## config.mk

```make
export PLATFORM = sky130hd
export DESIGN_NAME = pattern_detector_flat
export DESIGN_NICKNAME = d
export VERILOG_FILES = /design/src/rtl/pattern_detector_if.sv /design/src/rtl/pattern_detector.sv /design/src/flat_wrapper.sv
export SDC_FILE = /design/constraint.sdc
export NUM_CORES = 1
export LEC_CHECK = 0
export ABC_AREA = 1
export BUFFER_PORTS_ARGS = -buffer_cell sky130_fd_sc_hd__buf_2
export CAP_MARGIN = 20
export CORE_UTILIZATION = 62
export DETAILED_ROUTE_END_ITERATION = 10
export GPL_TIMING_DRIVEN = 0
export PLACE_DENSITY = 0.85
export REMOVE_ABC_BUFFERS = 1
export SYNTH_ARGS = -nofsm -noshare
export SYNTH_HDL_FRONTEND = slang
export SYNTH_SLANG_ARGS = --single-unit
```

## constraint.sdc

```tcl
create_clock -name clk -period 9.25 [get_ports clk]
set_clock_uncertainty 0.15 [all_clocks]
set_input_delay 0.925 -clock clk [delete_from_list [all_inputs] [get_ports clk]]
set_output_delay 0.925 -clock clk [all_outputs]
set_load 0.03 [all_outputs]
```

## src/rtl/pattern_detector_if.sv

```systemverilog
// Bundles the programming, control, signal and status lines of the pattern detector.
interface pattern_detector_if #(
    parameter int unsigned N     = 64,
    parameter int unsigned CNT_W = 16
) ();
    localparam int unsigned TW = $clog2(N + 1);

    logic             prgm_en;
    logic             prgm;
    logic             mask;
    logic             arm;
    logic             disarm;
    logic             oneshot;
    logic [TW-1:0]    tol;
    logic             sig_valid;
    logic             sig;
    logic             hit;
    logic             armed;
    logic             done;
    logic [CNT_W-1:0] match_cnt;

    // Controller side: drives programming/control/signal, observes status.
    modport master (
        output prgm_en, prgm, mask, arm, disarm, oneshot, tol, sig_valid, sig,
        input  hit, armed, done, match_cnt
    );

    // Detector side.
    modport slave (
        input  prgm_en, prgm, mask, arm, disarm, oneshot, tol, sig_valid, sig,
        output hit, armed, done, match_cnt
    );
endinterface

```

## src/rtl/pattern_detector.sv

```systemverilog
// Serial pattern detector: a programmable N-bit pattern with per-bit care mask is
// compared against the last N accepted signal bits, allowing up to tol cared mismatches.
module pattern_detector #(
    parameter int unsigned N     = 64,
    parameter int unsigned CNT_W = 16
) (
    input logic              clk,
    input logic              clr,
    pattern_detector_if.slave bus
);
    localparam int unsigned TW = $clog2(N + 1);
    localparam logic [TW-1:0] FillMax = TW'(N);

    typedef enum logic [1:0] {StIdle, StProgram, StArmed, StDone} state_e;

    state_e           state_q, state_d;
    logic [N-1:0]     preg_q, mreg_q, sreg_q;
    logic [TW-1:0]    fill_q;
    logic [TW-1:0]    fill_inc;
    logic             eval_q;
    logic             oneshot_q;
    logic             hit_q;
    logic [CNT_W-1:0] cnt_q;

    logic             prgm_shift;
    logic             sig_accept;
    logic             enter_armed;
    logic [N-1:0]     diff;
    logic [TW-1:0]    mism;
    logic             match;
    logic             do_hit;

    // Qualifiers for shifting, accepting and evaluating this cycle.
    always_comb begin
        prgm_shift  = (state_q == StIdle || state_q == StProgram) && bus.prgm_en;
        sig_accept  = (state_q == StArmed) && bus.sig_valid;
        enter_armed = (state_d == StArmed) && (state_q != StArmed);
        fill_inc    = (fill_q == FillMax) ? fill_q : fill_q + TW'(1);
        diff        = (sreg_q ^ preg_q) & mreg_q;
        mism        = '0;
        for (int i = 0; i < int'(N); i++) begin
            mism = mism + TW'(diff[i]);
        end
        // Evaluation is only meaningful while still armed; disarm cancels it.
        match  = eval_q && (state_q == StArmed) && (mism <= bus.tol);
        do_hit = match && !bus.disarm;
    end

    // State register.
    always_ff @(posedge clk) begin
        if (clr) begin
            state_q <= StIdle;
        end else begin
            state_q <= state_d;
        end
    end

    // Next-state logic.
    always_comb begin
        state_d = state_q;
        unique case (state_q)
            StIdle: begin
                if (bus.prgm_en) begin
                    state_d = StProgram;
                end else if (bus.arm) begin
                    state_d = StArmed;
                end
            end
            StProgram: begin
                if (!bus.prgm_en) begin
                    state_d = StIdle;
                end
            end
            StArmed: begin
                if (bus.disarm) begin
                    state_d = StIdle;
                end else if (do_hit && oneshot_q) begin
                    state_d = StDone;
                end
            end
            StDone: begin
                if (bus.disarm) begin
                    state_d = StIdle;
                end else if (bus.arm) begin
                    state_d = StArmed;
                end
            end
            default: state_d = StIdle;
        endcase
    end

    // Output decode.
    always_comb begin
        bus.armed     = (state_q == StArmed);
        bus.done      = (state_q == StDone);
        bus.hit       = hit_q;
        bus.match_cnt = cnt_q;
    end

    // Pattern/mask shift registers, loaded serially oldest-first.
    always_ff @(posedge clk) begin
        if (clr) begin
            preg_q <= '0;
            mreg_q <= '1;
        end else if (prgm_shift) begin
            preg_q <= {preg_q[N-2:0], bus.prgm};
            mreg_q <= {mreg_q[N-2:0], bus.mask};
        end
    end

    // Signal window, fill tracking and evaluation request.
    always_ff @(posedge clk) begin
        if (clr) begin
            sreg_q <= '0;
            fill_q <= '0;
            eval_q <= 1'b0;
        end else begin
            eval_q <= sig_accept && (fill_inc == FillMax);
            if (sig_accept) begin
                sreg_q <= {sreg_q[N-2:0], bus.sig};
            end
            if (enter_armed) begin
                fill_q <= '0;
            end else if (sig_accept) begin
                fill_q <= fill_inc;
            end
        end
    end

    // Hit pulse, saturating match counter and oneshot latch.
    always_ff @(posedge clk) begin
        if (clr) begin
            hit_q     <= 1'b0;
            cnt_q     <= '0;
            oneshot_q <= 1'b0;
        end else begin
            hit_q <= do_hit;
            if (do_hit && (cnt_q != {CNT_W{1'b1}})) begin
                cnt_q <= cnt_q + CNT_W'(1);
            end
            if (enter_armed) begin
                oneshot_q <= bus.oneshot;
            end
        end
    end
endmodule

```

## src/flat_wrapper.sv

```systemverilog
// flat-port wrapper written by rule: the top's interface ports become plain ports
module pattern_detector_flat 
#(
    parameter int unsigned N     = 64,
    parameter int unsigned CNT_W = 16
)
  (clk, clr, bus_prgm_en, bus_prgm, bus_mask, bus_arm, bus_disarm, bus_oneshot, bus_tol, bus_sig_valid, bus_sig, bus_hit, bus_armed, bus_done, bus_match_cnt);
  pattern_detector_if #(.N(N), .CNT_W(CNT_W)) bus_i ();
  input logic clk;
  input logic clr;
  input wire logic [$bits(bus_i.prgm_en)-1:0] bus_prgm_en;
  input wire logic [$bits(bus_i.prgm)-1:0] bus_prgm;
  input wire logic [$bits(bus_i.mask)-1:0] bus_mask;
  input wire logic [$bits(bus_i.arm)-1:0] bus_arm;
  input wire logic [$bits(bus_i.disarm)-1:0] bus_disarm;
  input wire logic [$bits(bus_i.oneshot)-1:0] bus_oneshot;
  input wire logic [$bits(bus_i.tol)-1:0] bus_tol;
  input wire logic [$bits(bus_i.sig_valid)-1:0] bus_sig_valid;
  input wire logic [$bits(bus_i.sig)-1:0] bus_sig;
  output wire logic [$bits(bus_i.hit)-1:0] bus_hit;
  output wire logic [$bits(bus_i.armed)-1:0] bus_armed;
  output wire logic [$bits(bus_i.done)-1:0] bus_done;
  output wire logic [$bits(bus_i.match_cnt)-1:0] bus_match_cnt;
  assign bus_i.prgm_en = bus_prgm_en;
  assign bus_i.prgm = bus_prgm;
  assign bus_i.mask = bus_mask;
  assign bus_i.arm = bus_arm;
  assign bus_i.disarm = bus_disarm;
  assign bus_i.oneshot = bus_oneshot;
  assign bus_i.tol = bus_tol;
  assign bus_i.sig_valid = bus_sig_valid;
  assign bus_i.sig = bus_sig;
  assign bus_hit = bus_i.hit;
  assign bus_armed = bus_i.armed;
  assign bus_done = bus_i.done;
  assign bus_match_cnt = bus_i.match_cnt;
  pattern_detector #(.N(N), .CNT_W(CNT_W)) u_core (.clk(clk), .clr(clr), .bus(bus_i));
endmodule
```

==> results of run 1 <==
==> critical path: cells and delay by family (launching register included) <==
family          cells  cell delay (ns)
fa+ha+maj          12             5.76
buf+inv             4             0.45
compound gates      7             0.96
flops               1             0.33
simple gates        6             0.88
==> worst max path at each step <==
stage / startpoint / end / slack, ns / depth (start not counted)
after floorplan: bus_prgm_en / u_core.fill_q[0] / 0.50 / 6
after global placement: bus_prgm_en / u_core.fill_q[0] / -5.62 / 7
after detailed placement: u_core.sreg_q[0] / u_core.bus.match_cnt[15] / 0.76 / 29
after CTS: u_core.sreg_q[0] / u_core.bus.match_cnt[15] / 0.66 / 29
after global routing: u_core.sreg_q[0] / u_core.bus.match_cnt[15] / 0.16 / 29
final: u_core.sreg_q[0] / u_core.bus.match_cnt[15] / 0.64 / 29
==> layout make-up <==
type                       instances  share of cell area (%)
tap                              220                    2.35
clock inverter                     9                    1.49
sequential                       220                    37.6
timing repair buffer              41                    2.67
clock buffer                      32                    5.72
inverter                          93                    3.03
multi-input combinational        994                    47.1
==> power by group <==
part           total, mW  internal [mW]  leakage, nW  switching, mW
logic               1.89          0.791         3.00           1.10
registers           1.03          0.993         1.80         0.0380
clock network       1.02          0.643        0.417          0.375
total               3.94           2.43         5.22           1.51
==> routing by layer <==
| metal | part of all wire, % | GRT usage, % | up-vias |
|---|---|---|---|
| li1 | - | - | 4396 |
| met1 | 45 | 35.8 | 4180 |
| met2 | 48 | 43.2 | 242 |
| met3 | 4.9 | 3.30 | 48 |
| met4 | 2.3 | 8.75 | 0 |
| met5 | 0 | 0 | - |
==> logic make-up (layout without fill, tap and decap cells) <==
family	after synthesis	in the layout	synth area share, %
buffers and inverters	162	175	6.09
xor gates and xnor gates	32	32	2.66
and+or+nand+nor	626	626	23.8
adders and majority gates	80	80	13.3
AOI/OAI and AO/OA	256	256	12.4
DFF	220	220	41.8
==> state kept, by name, summed over array words and instances, names as in the netlist <==
register,cells
u_core.preg_q,64
u_core.fill_q,7
u_core.sreg_q,64
u_core.state_q,2
u_core.bus.match_cnt,16
u_core.bus.hit,1
u_core.mreg_q,64
u_core.oneshot_q,1
u_core.eval_q,1
==> per-stage QoR <==
stage	util, %	worst slack [ns]
after floorplan	-	0.499
after global routing	70.6	0.160
final	70.6	0.644
after global placement	64.6	-5.62
after detailed placement	65.5	0.759
after CTS	70.6	0.655
==> cells in the final DEF, fill, tap and decap left out <==
cell,netlist,final
a21boi_2,1,1
a21o_1,1,1
a21oi_1,127,127
a21oi_2,3,3
a31oi_1,3,3
and2_1,1,1
and3_1,1,1
and3b_1,1,1
buf_12,1,4
buf_16,0,2
buf_2,8,34
buf_4,0,1
bufinv_16,0,5
clkbuf_1,56,3
clkbuf_16,0,23
clkbuf_8,0,6
clkinv_2,0,3
clkinv_4,0,1
dfxtp_1,220,220
fa_1,54,54
ha_1,26,26
inv_1,90,88
inv_2,3,3
inv_4,0,2
nand2_1,353,352
nand2_2,1,2
nand3_1,81,81
nand4_1,2,2
nor2_1,171,170
nor2_4,0,1
nor3_1,10,10
nor3_2,1,1
nor3_4,1,1
o21ai_0,120,120
o21bai_1,1,1
or2_1,1,1
or2_2,2,2
xnor2_1,4,4
xor2_1,28,28
==> run metrics, run 1 <==
status=finished, final reports clean; final worst path period share=93.0%; GPL Wtd Cong=0.817; RSZ-0062 raised after global routing=no; Final setup viols=0; r2r worst-path depth=29; Die H=132 um; Register-to-Register Setup Slack=0.64 ns; Leak=5.22 nW; clock slew at reported path FFs=0.06 ns; critical path data required time=9.53 ns; first-pass GRT wire length=38,400 um; FFs w/ async S/R, synth=0%; crit end category=flip-flop; Post-CTS Repair Setup Buffers=0; n_diodes=0; Inserted Clock Buffers=23; Slew HR=40.7%; overall power=3.94 mW; CTS tree=built; pin count of the biggest net entering global routing=103; fillers=1,295; GRT overflow=0; antenna-violating nets left=0; RR Startpoint=u_core.sreg_q[0]; Yosys top cell by area=dfxtp_1; vias per cell=5.51; number of library cell types mapped by synthesis=32; gr usage total=26.2%; drc violations=0; number of H-tree levels=1; hpwl dp=14,200 um; fmax=116 MHz; placed cell area=10,900 sq um; post-synthesis sequential area ratio=41.8%; Hold Path End=u_core.mreg_q[63]; crit path max-delay cell type=fa_1; hold crit path type=reg -> reg; most common flop cell mapped by yosys=dfxtp_1; Tmin final=8.61 ns; top-count cell post-synth=nand2_1; final hold viol count=0; nets=1,470; total wire length=22,400 um; via count=8,866; post-CTS sizing=0; Synth-to-Final Area Change=10.9%; Final Max Tran Viols=0; register area=4400 sq um; Root Buffer=clkbuf_16; area share of the largest cell type after synthesis=41.8%; Port Buffer Count=35; setup_tns=0 ns; worst hold path startpoint=u_core.mreg_q[63]; dominant cells by area after synthesis=dfxtp_1, nand2_1, fa_1; clk_lat worst skew=0.50 ns; initial antenna violation count=0; Max Root-Sink Buffers=3; number of core rows=47; area occupied by multi-input gates=5510 sq um; Post-Syn Area=10,500 sq um; Synth Instances=1,376; DR pass1 iterations=5; CORE AREA=16,600 sq um; CTS sink count=220; vias in the first global route=8,237; WHS=0.308 ns; Total Die Area=17,500 sq um; Post-synth top cells=nand2_1, dfxtp_1, nor2_1, a21oi_1, o21ai_0; cell area after layout=11,700 sq um; Synth Register Bits=220; Setup crit start kind=flip-flop; CP peak stage delay=0.59 ns; max-cap violations=0; post-route insts no fill=1,609; CP max FO=20; Post-synth EDFFs=0; share of layout cells above drive strength 1=6.84%; Placed Cells incl. Taps=1,568; # IOs=36; Hold Path Cell Cnt=2; iteration-0 DRC count of the detailed router=701; WP data arrival=8.89 ns; syn avg cell area=7.67 sq um; Initial Utilization=63.6%; cell mode on critical path=fa_1; synth warn=0; Max VDD drop=0.411 mV; FF-to-FF End=u_core.bus.match_cnt[15]; chip width=132 um; drt wl/cell=13.9 um; CTS Hold Bufs=0; worst-margin pin slew=0.889 ns; Pwr Density=337 nW/um^2; crit path kind=reg -> reg
Note: power is estimated with default switching activity, not from simulation.
==> run 2, diff against run 1 <==
==> constraint.sdc (replaced) <==
create_clock -name clk -period 8.2 [get_ports clk]
set_clock_uncertainty 0.15 [all_clocks]
set_input_delay 0.82 -clock clk [delete_from_list [all_inputs] [get_ports clk]]
set_output_delay 0.82 -clock clk [all_outputs]
set_load 0.03 [all_outputs]
==> run metrics, run 2 (synthesis results as in run 1) <==
status=finished, final reports clean; WHS=0.309 ns (+0.000297 ns); first-pass GRT wire length=38,700 um (+0.86%); drc violations=0 (unchanged); Final WS setup=0.301 ns (-0.343 ns); CTS sink count=220 (unchanged); critical path data required time=8.48 ns (-1.05 ns); clock slew at reported path FFs=0.06 ns (about the same); drt wl/cell=14.0 um (+0.98%); placed cell area=10,900 sq um (unchanged); setup_tns=0 ns (unchanged); n_diodes=0 (unchanged); nets=1,474 (+0.27%); Total Die Area=17,500 sq um (unchanged); Sw Share=38.3% (-0.082 points); Pwr Density=381 nW/um^2 (+13%); Slew HR=40.4% (-0.30 points); overall power=4.49 mW (+14%); final hold viol count=0 (unchanged); CTS Hold Bufs=0 (unchanged); CP peak stage delay=0.57 ns (-0.02 ns); Sequential Power Share=25.9% (-0.3 points); WP data arrival=8.18 ns (-0.71 ns); cell mode on critical path=fa_1; Inserted Clock Buffers=23 (unchanged); number of core rows=47 (unchanged); CORE AREA=16,600 sq um (unchanged); Setup crit start kind=flip-flop; Core Util, Final=70.9% (+0.37 points); Comb power frac=48.4% (+0.4 points); crit end category=flip-flop; Synth-to-Final Area Change=11.5%; via count=8,839 (-0.30%); Final Max Tran Viols=0 (unchanged); chip width=132 um (unchanged); GPL Wtd Cong=0.817 (unchanged); cell area after layout=11,800 sq um (+0.52%); Clk pwr share=25.6% (-0.3 points); iteration-0 DRC count of the detailed router=718 (+2.4%); Net Sw Power=1.72 mW (+14%); Die H=132 um (unchanged); most common cell after layout, fill and taps aside=nand2_1; top flop regs=u_core.mreg_q x64, u_core.preg_q x64, u_core.sreg_q x64; Tmin final=7.90 ns (-0.707 ns); clk_lat worst skew=0.51 ns (about the same); post-route insts no fill=1,613 (+0.25%); worst-margin pin slew=0.894 ns (+0.00448 ns); DR pass1 iterations=5 (unchanged); GRT overflow=0 (unchanged); Root Buffer=clkbuf_16; gr usage total=26.4% (+0.24 points); hold crit path type=reg -> reg; crit path max-delay cell type=fa_1; fmax=127 MHz (+9.0%); crit path kind=reg -> reg; Int Pwr=2.77 mW (+14%); total wire length=22,700 um (+1.2%); CTS tree=built; most frequent cells in the layout=nand2_1, dfxtp_1, nor2_1; # IOs=36 (unchanged); share of layout cells above drive strength 1=7.61% (+0.77 points); hpwl dp=14,200 um (unchanged); final worst path period share=96.3% (+3.3 points); Final setup viols=0 (unchanged); Max Root-Sink Buffers=3 (unchanged); max-cap violations=0 (unchanged); Placed Cells incl. Taps=1,568 (unchanged); Leak=5.23 nW (+0.31%); initial antenna violation count=0 (unchanged); pin count of the biggest net entering global routing=103 (unchanged); Initial Utilization=63.6% (unchanged); antenna-violating nets left=0 (unchanged); vias in the first global route=8,309 (+0.87%); Max VDD drop=0.478 mV (+16%); Port Buffer Count=35 (unchanged); vias per cell=5.48 (-0.55%); DP Worst Slack=-0.291 ns (-1.05 ns); CP max FO=7 (-65%); number of H-tree levels=1 (unchanged)
-- run 2: changes by cell type in the layout (fill, tap and decap cells not counted), sizes merged --
cell,delta
inv,+1
buf,+1
nand2,+2
-- run 2: area by class of cell --
class	count	area (sq um)
clock buffers	32	669
fillers	1274	4820
repair inverters	1	6.26
well taps	220	275
clock inverters	9	174
flip-flops and latches	220	4410
repair buffers	42	320
multi-input cells	996	5550
inverters	93	362
-- run 2: timing repair --
item                       4_1_cts  5_1_grt
cloned                           2        1
gates resized for setup          7        6
pin swaps                        6        8
setup endpoints to repair       23       26
setup buffers                    0        1
-- run 2: final timing paths --
path | startpoint | slack, ns | cells after the start | to
worst min-delay path | u_core.mreg_q[63] | 0.31 | 2 | u_core.mreg_q[63]
worst max register to register | u_core.sreg_q[1] | 0.30 | 29 | u_core.bus.match_cnt[15]
worst max-delay path | u_core.sreg_q[1] | 0.30 | 29 | u_core.bus.match_cnt[15]
worst min register to register | u_core.mreg_q[63] | 0.31 | 2 | u_core.mreg_q[63]
-- run 2: power by group through the flow --
stage	clock network, mW	registers (mW)	logic (mW)
after CTS	1.16	1.16	2.16
final	1.15	1.16	2.17
after detailed placement	0	1.18	2.04
after floorplan	0	1.17	1.61
after global placement	0	1.18	1.96
after global routing	1.20	1.17	2.53
-- run 2: per-layer routing --
metal | wire length [um] | global-route usage [%]
met5 | 0 | 0
met4 | 579 | 9.20
met2 | 10900 | 43.6
met1 | 9980 | 35.9
met3 | 1190 | 3.37
-- run 2: worst max-delay path, delay by kind of cell (launching register included) --
kind / cells / cell delay [ns]
fa+ha+maj: 12 / 5.25
flops: 1 / 0.37
buf+inv: 4 / 0.30
compound gates: 7 / 0.98
simple gates: 6 / 0.78
==> run 3, diff against run 2 <==
--- a/config.mk
+++ b/config.mk
@@ -6,7 +6,7 @@
 export NUM_CORES = 1
 export LEC_CHECK = 0
 export ABC_AREA = 1
-export BUFFER_PORTS_ARGS = -buffer_cell sky130_fd_sc_hd__buf_2
+export BUFFER_PORTS_ARGS = -buffer_cell sky130_fd_sc_hd__clkbuf_2
 export CAP_MARGIN = 20
 export CORE_UTILIZATION = 62
 export DETAILED_ROUTE_END_ITERATION = 10
==> run metrics, run 3 (synthesis results as in run 1) <==
Hold Path End=u_core.mreg_q[6]; Max VDD drop=0.617 mV (+29%); initial antenna violation count=0 (unchanged); WHS=0.328 ns (+0.0197 ns); CTS sink count=220 (unchanged); iteration-0 DRC count of the detailed router=680 (-5.3%); max-cap violations=0 (unchanged); CTS tree=built; crit path max-delay cell type=fa_1; Die H=132 um (unchanged); top flop regs=u_core.mreg_q x64, u_core.preg_q x64, u_core.sreg_q x64; Worst path top cell family by delay=adder cells; placed cell area=10,900 sq um (+0.25%); Final Max Tran Viols=0 (unchanged); GPL Wtd Cong=0.818 (+0.20%); most frequent cells in the layout=nand2_1, dfxtp_1, nor2_1; cell mode on critical path=fa_1; Inserted Clock Buffers=23 (unchanged); chip width=132 um (unchanged); gr usage total=27.1% (+0.66 points); CP peak stage delay=0.58 ns (about the same); Root Buffer=clkbuf_16; crit path kind=reg -> reg; Synth-to-Final Area Change=12.1%; CP max FO=6 (-1); final worst path period share=97.7% (+1.4 points); hold crit path type=reg -> reg; most common cell after layout, fill and taps aside=nand2_1; drc violations=0 (unchanged); Slew HR=34.5% (-5.9 points); Hold Path Cell Cnt=2 (unchanged); pin count of the biggest net entering global routing=103 (unchanged); vias per cell=5.56 (+1.4%); DR pass1 iterations=5 (unchanged); Pwr Density=391 nW/um^2 (+2.5%); fmax=125 MHz (-1.4%); worst-margin pin slew=0.982 ns (+0.0888 ns); antenna-violating nets left=0 (unchanged); via count=8,979 (+1.6%); FF-to-FF End=u_core.bus.match_cnt[2]; CORE AREA=16,600 sq um (unchanged); first-pass GRT wire length=39,700 um (+2.4%); hpwl dp=14,400 um (+1.3%); WP depth=28 (-3.4%); crit end category=flip-flop; Total Die Area=17,500 sq um (unchanged); r2r worst-path depth=28 (-3.4%); vias in the first global route=8,573 (+3.2%); total wire length=23,200 um (+2.5%); Register-to-Register Setup Slack=0.19 ns (-0.11 ns); status=finished, final reports clean; Initial Utilization=63.6% (unchanged); # IOs=36 (unchanged); drt wl/cell=14.4 um (+2.3%); WP data arrival=8.26 ns (+0.08 ns); Final setup viols=0 (unchanged); clk_lat worst skew=0.51 ns (about the same); Setup crit start kind=flip-flop; Port Buffer Count=35 (unchanged); number of core rows=47 (unchanged); GRT overflow=0 (unchanged); cell area after layout=11,800 sq um (+0.53%); nets=1,477 (+0.20%); share of layout cells above drive strength 1=8.52% (+0.91 points); Max Root-Sink Buffers=3 (unchanged); Tmin final=8.01 ns (+0.114 ns); number of H-tree levels=1 (unchanged); worst path buffer plus inverter count=3 (-1); Leak=5.23 nW (-0.10%); final hold viol count=0 (unchanged); critical path data required time=8.45 ns (-0.03 ns); n_diodes=0 (unchanged); worst hold path startpoint=u_core.mreg_q[6]; clock slew at reported path FFs=0.07 ns (about the same); RR Startpoint=u_core.preg_q[0]
[run 3: cell count changes in the layout (fill, tap and decap cells not counted), moves of 3 or more]
| cell | previous run | this run |
|---|---|---|
| buf_2 | 34 | 0 |
| dfxtp_2 | 2 | 6 |
| clkbuf_2 | 0 | 34 |
| a21oi_2 | 3 | 6 |
| dfxtp_1 | 218 | 213 |
| a21oi_1 | 127 | 124 |
| o21ai_0 | 119 | 116 |
| clkbuf_1 | 3 | 6 |
[run 3: tightest hold or removal path: stages (launching register included)]
cell and delay (ns):
dfxtp_1 0.34, nand2_1 0.06, nand3_1 0.05
[run 3: final cells by class]
cell class / count / area [sq um]
Inverter: 93 / 362
Clock inverter: 8 / 171
Tap cell: 220 / 275
Timing Repair Buffer: 45 / 363
Timing Repair inverter: 1 / 6.26
Multi-Input combinational cell: 996 / 5580
Fill cell: 1251 / 4760
Clock buffer: 33 / 653
Sequential cell: 220 / 4420
[run 3: per-layer routing]
metal,GRT usage [%],share of wire (%)
met1,36.6,44
met2,44.7,48
met3,3.33,4.6
met4,10.1,3.4
met5,0,0
[run 3: worst max-delay path by stage]
stage	startpoint	end	slack, ns
6_report	u_core.preg_q[0]	u_core.bus.match_cnt[2]	0.19
5_1_grt	u_core.preg_q[0]	u_core.bus.match_cnt[8]	-0.06
4_1_cts	u_core.sreg_q[0]	u_core.bus.match_cnt[15]	0.03
3_5_place_dp	u_core.sreg_q[0]	u_core.bus.match_cnt[15]	-0.27
3_3_place_gp	bus_prgm_en	u_core.fill_q[0]	-6.57
2_1_floorplan	bus_prgm_en	u_core.fill_q[0]	-0.45
[run 3: stage by stage]
stage / util (%) / setup TNS, ns / total power [mW] / cells / setup slack [ns]
floorplan: - / -4.37 / 2.79 / 1307 / -0.446
global placement: 64.6 / -831.15 / 3.14 / 1562 / -6.57
detailed placement: 65.6 / -3.13 / 3.24 / 1569 / -0.266
CTS: 70.8 / 0 / 4.45 / 1612 / 0.0278
global route: 71.3 / -1.10 / 5.00 / 1616 / -0.0627
finish: 71.3 / 0 / 4.62 / 1616 / 0.188
[run 3: power breakdown]
part           leakage (nW)  internal (mW)  switching [mW]
registers              1.80           1.12          0.0435
logic                  3.03          0.981            1.34
clock network         0.399          0.711           0.421
total                  5.23           2.81            1.81
[run 3: repair_timing]
action | in CTS | in global routing
pin swaps | 6 | 20
cloned | 2 | 1
endpoints found under the hold margin | 0 | 0
endpoints found under the setup margin | 23 | 26
setup buffers | 0 | 3
hold buffers | 0 | 0
resized for setup | 6 | 25
